File: src/rtl/lsq_mem_port.sv
// ============================================================================
// Module      : lsq_mem_port
// Description : LSQ downstream stage. Checks alignment, drives a single-outstanding
//               req/ack memory port and returns load data over valid/ready.
// Revision    : 1.0 - initial release
// ============================================================================
`default_nettype none

module lsq_mem_port #(
  parameter int MEM_ADDR_WIDTH = 32,
  parameter int DATA_WIDTH     = 32,
  parameter int TIMEOUT_CYCLES = 256
) (
  input  logic                      clk,
  input  logic                      sync_rst_n,
  input  logic                      clk_en,
  input  logic                      lsq_valid,
  output logic                      lsq_ready,
  input  logic                      lsq_load_store,
  input  logic [MEM_ADDR_WIDTH-1:0] lsq_mem_addr,
  input  logic [DATA_WIDTH-1:0]     lsq_mem_data,
  output logic                      mem_req,
  output logic                      mem_we,
  output logic [MEM_ADDR_WIDTH-1:0] mem_addr,
  output logic [DATA_WIDTH-1:0]     mem_wdata,
  input  logic                      mem_ack,
  input  logic [DATA_WIDTH-1:0]     mem_rdata,
  output logic                      ld_valid,
  input  logic                      ld_ready,
  output logic [DATA_WIDTH-1:0]     ld_data,
  output logic                      st_done,
  output logic                      err_valid,
  output logic [1:0]                err_code
);

  localparam int c_OFS = $clog2(DATA_WIDTH / 8);
  localparam int c_CW  = (TIMEOUT_CYCLES == 0) ? 1 : $clog2(TIMEOUT_CYCLES + 1);
  localparam logic [MEM_ADDR_WIDTH-1:0] c_ALIGN_MASK = MEM_ADDR_WIDTH'((1 << c_OFS) - 1);
  localparam logic [c_CW-1:0] c_TMO_LAST =
      c_CW'((TIMEOUT_CYCLES == 0) ? 0 : TIMEOUT_CYCLES - 1);
  localparam logic [1:0] c_ERR_MISALIGN = 2'b01;
  localparam logic [1:0] c_ERR_TIMEOUT  = 2'b10;

  typedef enum logic [1:0] {
    S_IDLE = 2'd0,
    S_REQ  = 2'd1,
    S_RESP = 2'd2
  } state_t;

  state_t                    r_state, w_state;
  logic [c_CW-1:0]           r_cnt, w_cnt;
  logic                      r_mem_req, w_mem_req;
  logic                      r_mem_we, w_mem_we;
  logic [MEM_ADDR_WIDTH-1:0] r_mem_addr, w_mem_addr;
  logic [DATA_WIDTH-1:0]     r_mem_wdata, w_mem_wdata;
  logic                      r_ld_valid, w_ld_valid;
  logic [DATA_WIDTH-1:0]     r_ld_data, w_ld_data;
  logic                      r_st_done, w_st_done;
  logic                      r_err_valid, w_err_valid;
  logic [1:0]                r_err_code, w_err_code;
  logic                      w_misaligned;
  logic                      w_timeout;

  assign w_misaligned = (lsq_mem_addr & c_ALIGN_MASK) != '0;
  assign w_timeout    = (TIMEOUT_CYCLES != 0) && (r_cnt == c_TMO_LAST);

  always_comb begin
    w_state     = r_state;
    w_cnt       = r_cnt;
    w_mem_req   = r_mem_req;
    w_mem_we    = r_mem_we;
    w_mem_addr  = r_mem_addr;
    w_mem_wdata = r_mem_wdata;
    w_ld_valid  = r_ld_valid;
    w_ld_data   = r_ld_data;
    w_st_done   = 1'b0;
    w_err_valid = 1'b0;
    w_err_code  = r_err_code;
    case (r_state)
      S_IDLE: begin
        if (lsq_valid) begin
          if (w_misaligned) begin
            w_err_valid = 1'b1;
            w_err_code  = c_ERR_MISALIGN;
          end else begin
            w_state     = S_REQ;
            w_mem_req   = 1'b1;
            w_mem_we    = lsq_load_store;
            w_mem_addr  = lsq_mem_addr;
            w_mem_wdata = lsq_load_store ? lsq_mem_data : '0;
          end
        end
      end
      S_REQ: begin
        // An ack on the final allowed cycle wins over the timeout.
        if (mem_ack) begin
          w_mem_req = 1'b0;
          w_cnt     = '0;
          if (r_mem_we) begin
            w_st_done = 1'b1;
            w_state   = S_IDLE;
          end else begin
            w_ld_data  = mem_rdata;
            w_ld_valid = 1'b1;
            w_state    = S_RESP;
          end
        end else if (w_timeout) begin
          w_mem_req   = 1'b0;
          w_cnt       = '0;
          w_err_valid = 1'b1;
          w_err_code  = c_ERR_TIMEOUT;
          w_state     = S_IDLE;
        end else begin
          w_cnt = r_cnt + c_CW'(1);
        end
      end
      S_RESP: begin
        if (ld_ready) begin
          w_ld_valid = 1'b0;
          w_state    = S_IDLE;
        end
      end
      default: w_state = S_IDLE;
    endcase
  end

  always_ff @(posedge clk) begin
    if (!sync_rst_n) begin
      r_state     <= S_IDLE;
      r_cnt       <= '0;
      r_mem_req   <= 1'b0;
      r_mem_we    <= 1'b0;
      r_mem_addr  <= '0;
      r_mem_wdata <= '0;
      r_ld_valid  <= 1'b0;
      r_ld_data   <= '0;
      r_st_done   <= 1'b0;
      r_err_valid <= 1'b0;
      r_err_code  <= 2'b00;
    end else if (clk_en) begin
      r_state     <= w_state;
      r_cnt       <= w_cnt;
      r_mem_req   <= w_mem_req;
      r_mem_we    <= w_mem_we;
      r_mem_addr  <= w_mem_addr;
      r_mem_wdata <= w_mem_wdata;
      r_ld_valid  <= w_ld_valid;
      r_ld_data   <= w_ld_data;
      r_st_done   <= w_st_done;
      r_err_valid <= w_err_valid;
      r_err_code  <= w_err_code;
    end
  end

  // Ready is masked during reset so nothing is offered before the state is known.
  assign lsq_ready = sync_rst_n && (r_state == S_IDLE);
  assign mem_req   = r_mem_req;
  assign mem_we    = r_mem_we;
  assign mem_addr  = r_mem_addr;
  assign mem_wdata = r_mem_wdata;
  assign ld_valid  = r_ld_valid;
  assign ld_data   = r_ld_data;
  assign st_done   = r_st_done;
  assign err_valid = r_err_valid;
  assign err_code  = r_err_code;

endmodule

`default_nettype wire

File: config.mk
export PLATFORM = sky130hd
export DESIGN_NAME = lsq_mem_port
export DESIGN_NICKNAME = d
export VERILOG_FILES = /design/src/rtl/lsq_mem_port.sv
export SDC_FILE = /design/constraint.sdc
export NUM_CORES = 1
export LEC_CHECK = 0
export CORE_UTILIZATION = 35
export CTS_BUF_LIST = sky130_fd_sc_hd__clkbuf_16
export DETAILED_ROUTE_END_ITERATION = 7
export GPL_ROUTABILITY_DRIVEN = 0
export PLACE_DENSITY = 0.7
export SLEW_MARGIN = 5
export SYNTH_ARGS = -nofsm -noshare
export SYNTH_HDL_FRONTEND = slang
export SYNTH_SLANG_ARGS = --single-unit
File: constraint.sdc
create_clock -name clk -period 1.83 [get_ports clk]
set_clock_uncertainty 0.1 [all_clocks]
set_input_delay 0.4575 -clock clk [delete_from_list [all_inputs] [get_ports clk]]
set_output_delay 0.4575 -clock clk [all_outputs]
set_load 0.05 [all_outputs]
# Yosys cells after proc, flatten, opt, wreduce, memory -nomap -nowiden
# Cells that the tools add are included.
dict set report word_totals {
  reg_bits 114
  inputBits 103
  output_inout_bits 104
  word_cells 70
}
dict set report op_classes {
  add_sub_neg 1
  eq_ne 12
  muxes 32
  bitwise 2
  n_reduce_logical 12
}
# op n
set op_table {}
lappend op_table {{$mux W32} 1}
lappend op_table {{$reduce_bool A32 Y1} 1}
lappend op_table {{$mux W2} 10}
lappend op_table {{$mux W9} 2}
lappend op_table {{$ne A2 B2 Y1 const B} 8}
lappend op_table {{$reduce_and A5 Y1} 3}
lappend op_table {{$mux W1} 14}
lappend op_table {{$add A9 B1 Y9 const B} 1}
lappend op_table {{$eq A9 B8 Y1 const B} 1}
lappend op_table {{$reduce_and A4 Y1} 2}
lappend op_table {{$pmux W1 S2} 3}
lappend op_table {{$pmux W2 S3} 1}
lappend op_table {{$reduce_and A6 Y1} 1}
lappend op_table {{$pmux W2 S2} 1}
lappend op_table {{$reduce_bool A2 Y1} 2}
lappend op_table {{$ne A3 B3 Y1 const B} 1}
lappend op_table {{$eq A2 B1 Y1 const B} 1}
lappend op_table {{$eq A2 B2 Y1 const B} 1}
lappend op_table {{$logic_not A2 Y1} 1}
lappend op_table {{$not A1 Y1} 2}
lappend op_table {{$reduce_and A2 Y1} 1}
lappend op_table {{$logic_and A1 B1 Y1} 1}

# Longest topological paths before layout
# Gate-level depths: netlist of run 1.
dict set report depth {
  depth_word 4
  mapped_depth 6
  ltp_nobuf 5
}

# Least setup slack after synthesis of run 1
# No wires, ideal clock.
dict set report synth_timing {
  path_kind {input to output}
  from {input port sync_rst_n}
  to {output port lsq_ready}
  arrival_time_ps 2129
  t_required_ps 1272
  path_slack_ps -856
  cell_stages 3
  n_path_buf 2
  cell_sequence {clkbuf_1 > clkbuf_1 > nor3b_1}
}
dict set report synth_between {
  elab_chain_cells 1
}
# item line
set synth_rtl {}
lappend synth_rtl {{from (decl)} 15} ;# input logic sync_rst_n,
lappend synth_rtl {{$logic_and A1 B1 Y1} 156} ;# assign lsq_ready = sync_rst_n && (r_state == S_IDLE);
lappend synth_rtl {{to (decl)} 18} ;# output logic lsq_ready,
# Every way passes these cells.

# Final worst setup path of run 1
dict set report layout_timing {
  from {register r_state[0]}
  to {output port lsq_ready}
}
dict set report layout_between {
  elab_chain_cells 2
}
# item line
set layout_rtl {}
lappend layout_rtl {{from (decl)} 50} ;# state_t r_state, w_state;
lappend layout_rtl {{from (signal assigned)} 141} ;# r_state <= w_state;
lappend layout_rtl {{$logic_not A2 Y1} 156}
lappend layout_rtl {{$logic_and A1 B1 Y1} 156}
# Every way passes these cells.

==> results.cfg, run 1 <==
[grt]
grtUsageMet2 = 0.312
grt_pass1_wl_mm = 19.4
grt_util_met1 = 0.214
antenna_found_initial = 0
track_usage = 0.188
grt_busiest_layer = met2
gr-total-overflow = 0
grt_pass1_vias = 4197
grt_max_degree = 108
met3_usage = 0.0706

[finish]
register_area_um2 = 2280
multi_input_area_um2 = 2020
layout-drive-gt1-share = 0.240
fillers = 1126
fin_util = 0.580
area_growth_pct = 61.8
design_area_um2 = 7290
antennaDiodeCount = 0
nets = 834

[sta]
setup_violations = 0
max_slew.worst_pin.slew_ns = 0.400
hold_ws_ns = 0.347
min_period_over_period = 0.980
maxSlewViolCount = 0
final.setup.tns_ns = 0
slew_headroom = 0.733
rsz0062_at_grt = true
hold_viol_final = 0
fmax_mhz = 557
min_period_ns = 1.79

[synthesis]
synth_edf_count = 0
syn_nets = 617
avgSynthCellArea_um2 = 8.78
synth_area_um2 = 4500
synth_mux_area_frac = 0.00222
yosys.area_share.simple = 0.235
synth.distinct_cells = 36
synth-compound-area-share = 0.186
synth_ff_type = dfxtp_1
synth-seq-area-share = 0.507
ys_seq_elements = 114
ys_warn_count = 0
synthArstFlopShare = 0
netlist_instances = 513
synth-xor-area-share = 0.0136
synth_top_family_by_area = simple AND/OR/NAND/NOR gates
yosys.area_share.adder = 0.00278

[power]
p_per_area_nw_per_um2 = 869
power_frac_clock = 0.503
p_switching_mw = 1.38
power_frac_comb = 0.097
swShare = 0.219
power_leakage_nw = 2.86
pwr-share-seq = 0.401
total_power_mw = 6.33
ir_worst_vdd_uv = 486
power.internal_mw = 4.95

[setup_path]
worstSetupPathType = flop to primary output
crit_arrival_ns = 1.24
cp_cell_sequence = buf_6 > nor3b_4 > buf_12
worstPathMaxFanout = 2
crit_path_start_kind = flop
slowest_stage = dfxtp_2
cp-end-kind = primary output
cp_data_required_time_ns = 1.27
worst_path_largest_cell_delay_ns = 0.32

[die]
ios = 207
die_y_um = 115
initial_utilization = 0.358
die_width_um = 115
dieArea_um2 = 13300
core_um2 = 12600
rows = 41

[clock_tree]
cts_made_buffers = 17
htreeDepth = 4
holdBufCountCts = 0
clk_pin_slew_worst_paths_ns = 0.05
cts.sinks = 114
clk_path_buf_depth = 2
root_buffer = clkbuf_16
cts_tree = built
clock_latency_ns = 0.40

[routing]
vias_per_cell = 4.70
firstDrtPassIters = 4
drt-initial-drc-count = 180
drtAntennaViolNets = 0
vias = 4295
wl_per_cell_um = 13.7
drc = 0
routed_wl_mm = 12.5

[flow_run]
cap_violations = 0

[placed_design]
port_buffers = 206
dp.final_hpwl_mm = 8.68
place_area_um2 = 6620

[outcome]
status = finished clean

[min_path]
hold_class = flop to flop
[area by class of cell]
class,count,area share
clock inverter,14,0.0203
sequential,114,0.314
tap,172,0.0295
inverter,1,0.000515
timing repair buffer,236,0.301
clock buffer,17,0.0584
multi-input combinational,360,0.277
[critical path: cells and delay by family, from the launching register on]
kind / cells / cell delay [ns]
buffers and inverters: 2 / 0.29
DFF: 1 / 0.32
and+or+nand+nor: 1 / 0.22
[metal layers]
layer / vias up / wire length [um]
li1: 2139 / -
met1: 1982 / 5310
met2: 151 / 5900
met3: 23 / 1070
met4: 0 / 246
met5: - / 0
[timing repair]
item	in CTS	in global routing
buffers inserted	3	0
pin swaps	2	1
gates resized for setup	5	10
gates cloned	1	0
endpoints found under the setup margin	3	80
[sequential cells by signal, indices dropped and copies added (netlist names), 2 cells and up]
name,cells
ld_data,32
r_cnt,9
r_state,2
mem_wdata,32
mem_addr,32
err_code,2
[cells in the mapped netlist, types with 5 or more instances]
library cell | count | area share
a21boi_0 | 36 | 0.060
nand3_1 | 33 | 0.037
dfxtp_1 | 114 | 0.51
o21ai_0 | 5 | 0.0056
buf_2 | 6 | 0.0067
buf_6 | 12 | 0.030
nand4b_1 | 5 | 0.0097
xnor2_1 | 5 | 0.0097
nor2_1 | 13 | 0.011
a21boi_1 | 62 | 0.10
clkbuf_1 | 19 | 0.016
nand2_1 | 168 | 0.14
[through the flow]
stage	worst slack [ns]	std cells
after floorplan	0.00859	513
after global placement	-0.408	879
after detailed placement	-0.435	879
after CTS	-0.00381	914
after global routing	-0.0155	914
final	0.0359	914
[power groups by stage]
stage | Clock, mW | Combinational, mW | Sequential, mW
3_3_place_gp | 0 | 0.602 | 2.59
5_1_grt | 3.37 | 0.647 | 2.54
2_1_floorplan | 0 | 0.162 | 2.69
3_5_place_dp | 0 | 0.606 | 2.59
4_1_cts | 3.26 | 0.614 | 2.54
6_report | 3.18 | 0.611 | 2.54
[cells by family (layout without fill, tap and decap cells)]
group	after synthesis	after routing
buf+inv	39	268
xor+xnor	7	7
fa+ha+maj	1	1
compound gates	113	113
flops	114	114
simple gates	238	238
mux	1	1
[cell usage in the layout (no fill, tap or decap), types with 3 or more instances in the layout]
master	netlist	routed
nand2_1	168	168
buf_4	0	119
dfxtp_1	114	112
clkdlybuf4s50_1	0	100
a21boi_1	62	61
a21boi_0	36	34
nand3_1	33	33
clkbuf_16	0	17
nor2_1	13	13
buf_12	0	11
nand4b_1	5	5
o21ai_0	5	5
xnor2_1	5	5
clkinv_2	0	5
nand4_1	3	3
nor3_1	3	3
a21boi_2	0	3
a21oi_1	3	3
and3_1	3	3
clkinv_1	0	3
bufinv_16	0	3
buf_6	12	3
[final timing paths]
check / from / endpoint / slack, ns / depth (start not counted)
min: mem_wdata[20] / mem_wdata[20] / 0.35 / 2
max reg2reg: r_state[1] / ld_data[30] / 0.10 / 7
min reg2reg: mem_wdata[20] / mem_wdata[20] / 0.35 / 2
max: r_state[0] / lsq_ready / 0.04 / 3
Power figures use the tool's default switching activity.
==> run 2, diff against run 1 <==
--- a/config.mk
+++ b/config.mk
@@ -9,7 +9,7 @@
 export CTS_BUF_LIST = sky130_fd_sc_hd__clkbuf_16
 export DETAILED_ROUTE_END_ITERATION = 7
 export GPL_ROUTABILITY_DRIVEN = 0
-export PLACE_DENSITY = 0.7
+export PLACE_DENSITY = 0.79
 export SLEW_MARGIN = 5
 export SYNTH_ARGS = -nofsm -noshare
 export SYNTH_HDL_FRONTEND = slang
==> run 2 against run 1 <==
Net effect: die area did not move; critical path type unchanged; largest cell class is now non-clock buffers; via count grew 1.9%; first-iteration DRC count is 20% lower; worst hold slack better by 0.0062 ns; sequential power is essentially flat; clock power shrank 11%; register-to-register slack got worse by 0.07 ns; highest routed layer unchanged; total power down 5.3%; worst setup slack got worse by 0.0044 ns.
==> results.cfg, run 2 (synthesized netlist as in run 1, its figures left out) <==
[outcome]
status = finished clean

[grt]
grt_pass1_vias = 4314
grt_pass1_wl_mm = 19.4
track_usage = 0.187
grt_max_degree = 108
gr-total-overflow = 0
antenna_found_initial = 0

[setup_path]
crit_end = lsq_ready
worstPathMaxFanout = 6
timing.rr.end = mem_addr[1]
path_depth = 3
crit_arrival_ns = 1.24
worstSetupPathType = flop to primary output
crit_family = flip-flops
cp-end-kind = primary output
worst_path_largest_cell_delay_ns = 0.33
reg2reg_depth = 5
r2r-start = r_state[0]
crit_buf_inv = 2
cp_data_required_time_ns = 1.27
crit_path_start_kind = flop
cp_cell_sequence = buf_6 > nor3b_4 > buf_12
rrSetupSlack_ns = 0.03
slowest_stage = dfxtp_2
setup.worst_path.start = r_state[1]

[finish]
layout-drive-gt1-share = 0.236
most-common-layout-cells = nand2_1 (168), buf_4 (121), dfxtp_1 (112)
area_growth_pct = 62.7
nets = 842
final_common_cell = nand2_1
fillers = 1109
final_cells = 923
antennaDiodeCount = 0

[routing]
vias_per_cell = 4.74
drt-initial-drc-count = 144
drc = 0
vias = 4375
firstDrtPassIters = 4
wl_per_cell_um = 14.0
routed_wl_mm = 13.0
drtAntennaViolNets = 0

[clock_tree]
clk_path_buf_depth = 2
root_buffer = clkbuf_16
cts_made_buffers = 17
cts.sinks = 114
clk_pin_slew_worst_paths_ns = 0.05
cts_tree = built
htreeDepth = 4
clock_latency_ns = 0.40

[power]
power_leakage_nw = 2.91
total_power_mw = 5.99
p_per_area_nw_per_um2 = 818
ir_worst_vdd_uv = 509

[die]
die_y_um = 115
ios = 207
core_um2 = 12600
rows = 41
die_width_um = 115
dieArea_um2 = 13300
initial_utilization = 0.358

[sta]
maxSlewViolCount = 0
rsz0062_at_grt = true
hold_viol_final = 0
setup_violations = 0
max_slew.worst_pin.slew_ns = 0.424
min_period_over_period = 0.983
slew_headroom = 0.717
setup_slack_ns = 0.0315
min_period_ns = 1.80
fmax_mhz = 556

[placed_design]
dp.final_hpwl_mm = 8.77
dp.cells = 881
port_buffers = 206
dp_slack_ns = -0.424

[min_path]
hold_class = flop to flop

[flow_run]
cap_violations = 0
run 2: cell count changes in the layout (fill, tap and decap cells not counted), sizes merged:
cell and change:
dlygate4sd2 -1, bufbuf -1, clkdlybuf4s50 -1, buf +6, inv +4, clkinv -1
clkbuf +3, dlymetal6s2s +2, bufinv -2
run 2: where the power goes:
| part | internal, mW | leakage, nW | switching (mW) | total [mW] |
|---|---|---|---|---|
| sequential | 2.52 | 0.921 | 0.0191 | 2.54 |
| combinational | 0.341 | 1.72 | 0.283 | 0.623 |
| clock | 1.79 | 0.271 | 1.04 | 2.83 |
| total | 4.65 | 2.91 | 1.34 | 5.99 |
run 2: timing repair:
action                     4_1_cts  5_1_grt
pin swaps                        2       18
hold buffers                     0        0
setup endpoints to repair        2       75
cloned                           0        5
setup buffers                    1        4
gates resized for setup          4       15
run 2: final cells by class:
cell class | count | area, um2 | area share
clock buffer | 17 | 425 | 0.0581
clock inverter | 15 | 86.3 | 0.0118
multi-input combinational | 360 | 2000 | 0.273
timing repair buffer | 244 | 2310 | 0.316
sequential | 114 | 2280 | 0.312
tap | 172 | 215 | 0.0294
inverter | 1 | 3.75 | 0.000512
run 2: layer usage:
metal	vias up	global-route usage	routed length [um]
li1	2159	-	-
met1	2033	0.190	5040
met2	162	0.341	6660
met3	21	0.0722	1020
met4	0	0.0823	235
met5	-	0	0
run 2: worst min-delay path by stage:
stage | start | to | slack (ns) | depth (start not counted)
global route | mem_wdata[24] | mem_wdata[24] | 0.37 | 2
global placement | mem_wdata[18] | mem_wdata[18] | 0.34 | 2
CTS | mem_wdata[18] | mem_wdata[18] | 0.35 | 2
finish | mem_wdata[8] | mem_wdata[8] | 0.35 | 2
floorplan | r_cnt[8] | r_cnt[8] | 0.34 | 1
detailed placement | mem_wdata[16] | mem_wdata[16] | 0.34 | 2
run 2: worst register-to-register path: stages (launching register included):
cell and delay, ns:
dfxtp_2 0.32, buf_4 0.14, nand4bb_4 0.21, or3_2 0.47
buf_12 0.21, and3_1 0.24
run 2: stage by stage:
step,hold WS (ns),util,cell area [um2],setup TNS (ns)
floorplan,0.343,-,4530,0
global placement,0.338,0.528,6640,-34.80
detailed placement,0.342,0.528,6640,-37.65
CTS,0.354,0.570,7160,-0.00907
global route,0.371,0.583,7330,-0.0768
finish,0.353,0.583,7330,0
==> run 3, diff against run 2 <==
--- a/config.mk
+++ b/config.mk
@@ -7,6 +7,7 @@
 export LEC_CHECK = 0
 export CORE_UTILIZATION = 35
 export CTS_BUF_LIST = sky130_fd_sc_hd__clkbuf_16
+export CTS_CLUSTER_DIAMETER = 100
 export DETAILED_ROUTE_END_ITERATION = 7
 export GPL_ROUTABILITY_DRIVEN = 0
 export PLACE_DENSITY = 0.79
@@ -14,3 +15,4 @@
 export SYNTH_ARGS = -nofsm -noshare
 export SYNTH_HDL_FRONTEND = slang
 export SYNTH_SLANG_ARGS = --single-unit
+export TNS_END_PERCENT = 5
==> run 3 against run 2 <==
Net effect: global-route usage stayed put; total power hardly changed; critical path depth stayed put; non-clock buffer count is 2 lower; sequential power hardly changed; register-to-register slack hardly changed; count of clock-buffer cells in the layout stayed put; sequential share of layout area is 0.096 points higher; via count is 0.48% lower; utilization is 0.18 points lower; combinational power hardly changed; final cell count is 0.22% lower; critical path type unchanged.
==> results.cfg, run 3 (synthesized netlist as in run 1, its figures left out) <==
[outcome]
status = finished clean

[placed_design]
dp_slack_ns = -0.424
place_area_um2 = 6640
dp.cells = 881
port_buffers = 206
dp.final_hpwl_mm = 8.77

[routing]
vias_per_cell = 4.73
firstDrtPassIters = 4
drtAntennaViolNets = 0
routed_wl_mm = 12.8
vias = 4354
drc = 0
drt-initial-drc-count = 133
wl_per_cell_um = 13.9

[clock_tree]
root_buffer = clkbuf_16
cts.sinks = 114
clk_path_buf_depth = 2
cts_made_buffers = 17
clock_latency_ns = 0.40
holdBufCountCts = 0
cts_tree = built
clk_pin_slew_worst_paths_ns = 0.05
htreeDepth = 4

[finish]
antennaDiodeCount = 0
design_area_um2 = 7310
fin_util = 0.581
most-common-layout-cells = nand2_1 (168), buf_4 (121), dfxtp_1 (112)
layout-drive-gt1-share = 0.234
area_growth_pct = 62.2
nets = 840
final_cells = 921
final_common_cell = nand2_1

[setup_path]
cp-end-kind = primary output
crit_arrival_ns = 1.25
worstSetupPathType = flop to primary output
worstPathMaxFanout = 6
cp_data_required_time_ns = 1.27
crit_path_start_kind = flop

[grt]
gr-total-overflow = 0
grt_pass1_vias = 4314
grt_max_degree = 108
antenna_found_initial = 0
grt_pass1_wl_mm = 19.4
track_usage = 0.187

[flow_run]
cap_violations = 0

[die]
die_y_um = 115
dieArea_um2 = 13300
die_width_um = 115
initial_utilization = 0.358
rows = 41
core_um2 = 12600
ios = 207

[sta]
slew_headroom = 0.716
maxSlewViolCount = 0
fmax_mhz = 553
max_slew.worst_pin.slew_ns = 0.427
setup_violations = 0
hold_ws_ns = 0.353
hold_viol_final = 0
rsz0062_at_grt = true
final.setup.tns_ns = 0
min_period_ns = 1.81
min_period_over_period = 0.988
setup_slack_ns = 0.0224

[power]
power_leakage_nw = 2.89
p_per_area_nw_per_um2 = 820
total_power_mw = 5.99
ir_worst_vdd_uv = 506

[min_path]
hold_class = flop to flop
## run 3: cell count changes in the layout (fill, tap and decap cells not counted), sizes merged
cell / delta
buf: -2
## run 3: timing repair
item	4_1_cts	5_1_grt
buffers inserted	1	3
resized for setup	4	11
setup endpoints to repair	2	75
cloned	0	4
pin swaps	2	19
## run 3: final cells by class
class	instances	area, um2
clock buffer	17	425
sequential	114	2280
timing repair buffer	242	2290
multi-input combinational	360	2000
inverter	1	3.75
tap	172	215
fill	1110	5260
clock inverter	15	86.3
## run 3: path summary, 6_finish.rpt
path | slack [ns] | end | depth (start not counted) | startpoint
setup reg to reg | 0.03 | mem_addr[1] | 5 | r_state[0]
hold / removal | 0.35 | mem_wdata[8] | 2 | mem_wdata[8]
setup / recovery | 0.02 | lsq_ready | 3 | r_state[1]
hold reg to reg | 0.35 | mem_wdata[8] | 2 | mem_wdata[8]
## run 3: per-layer routing
layer,wire [um],vias up,track usage
li1,-,2158,-
met1,5010,2020,0.190
met2,6560,157,0.341
met3,1020,19,0.0722
met4,214,0,0.0823
met5,0,-,0
## run 3: worst max-delay path, cell delays in order (launching register included)
cell and delay (ns):
dfxtp_2 0.33, buf_6 0.13, nor3b_4 0.22, buf_12 0.16
## run 3: report_power, final
group | switching, mW | internal [mW] | total (mW)
sequential | 0.0190 | 2.52 | 2.54
clock | 1.04 | 1.79 | 2.83
combinational | 0.281 | 0.339 | 0.620
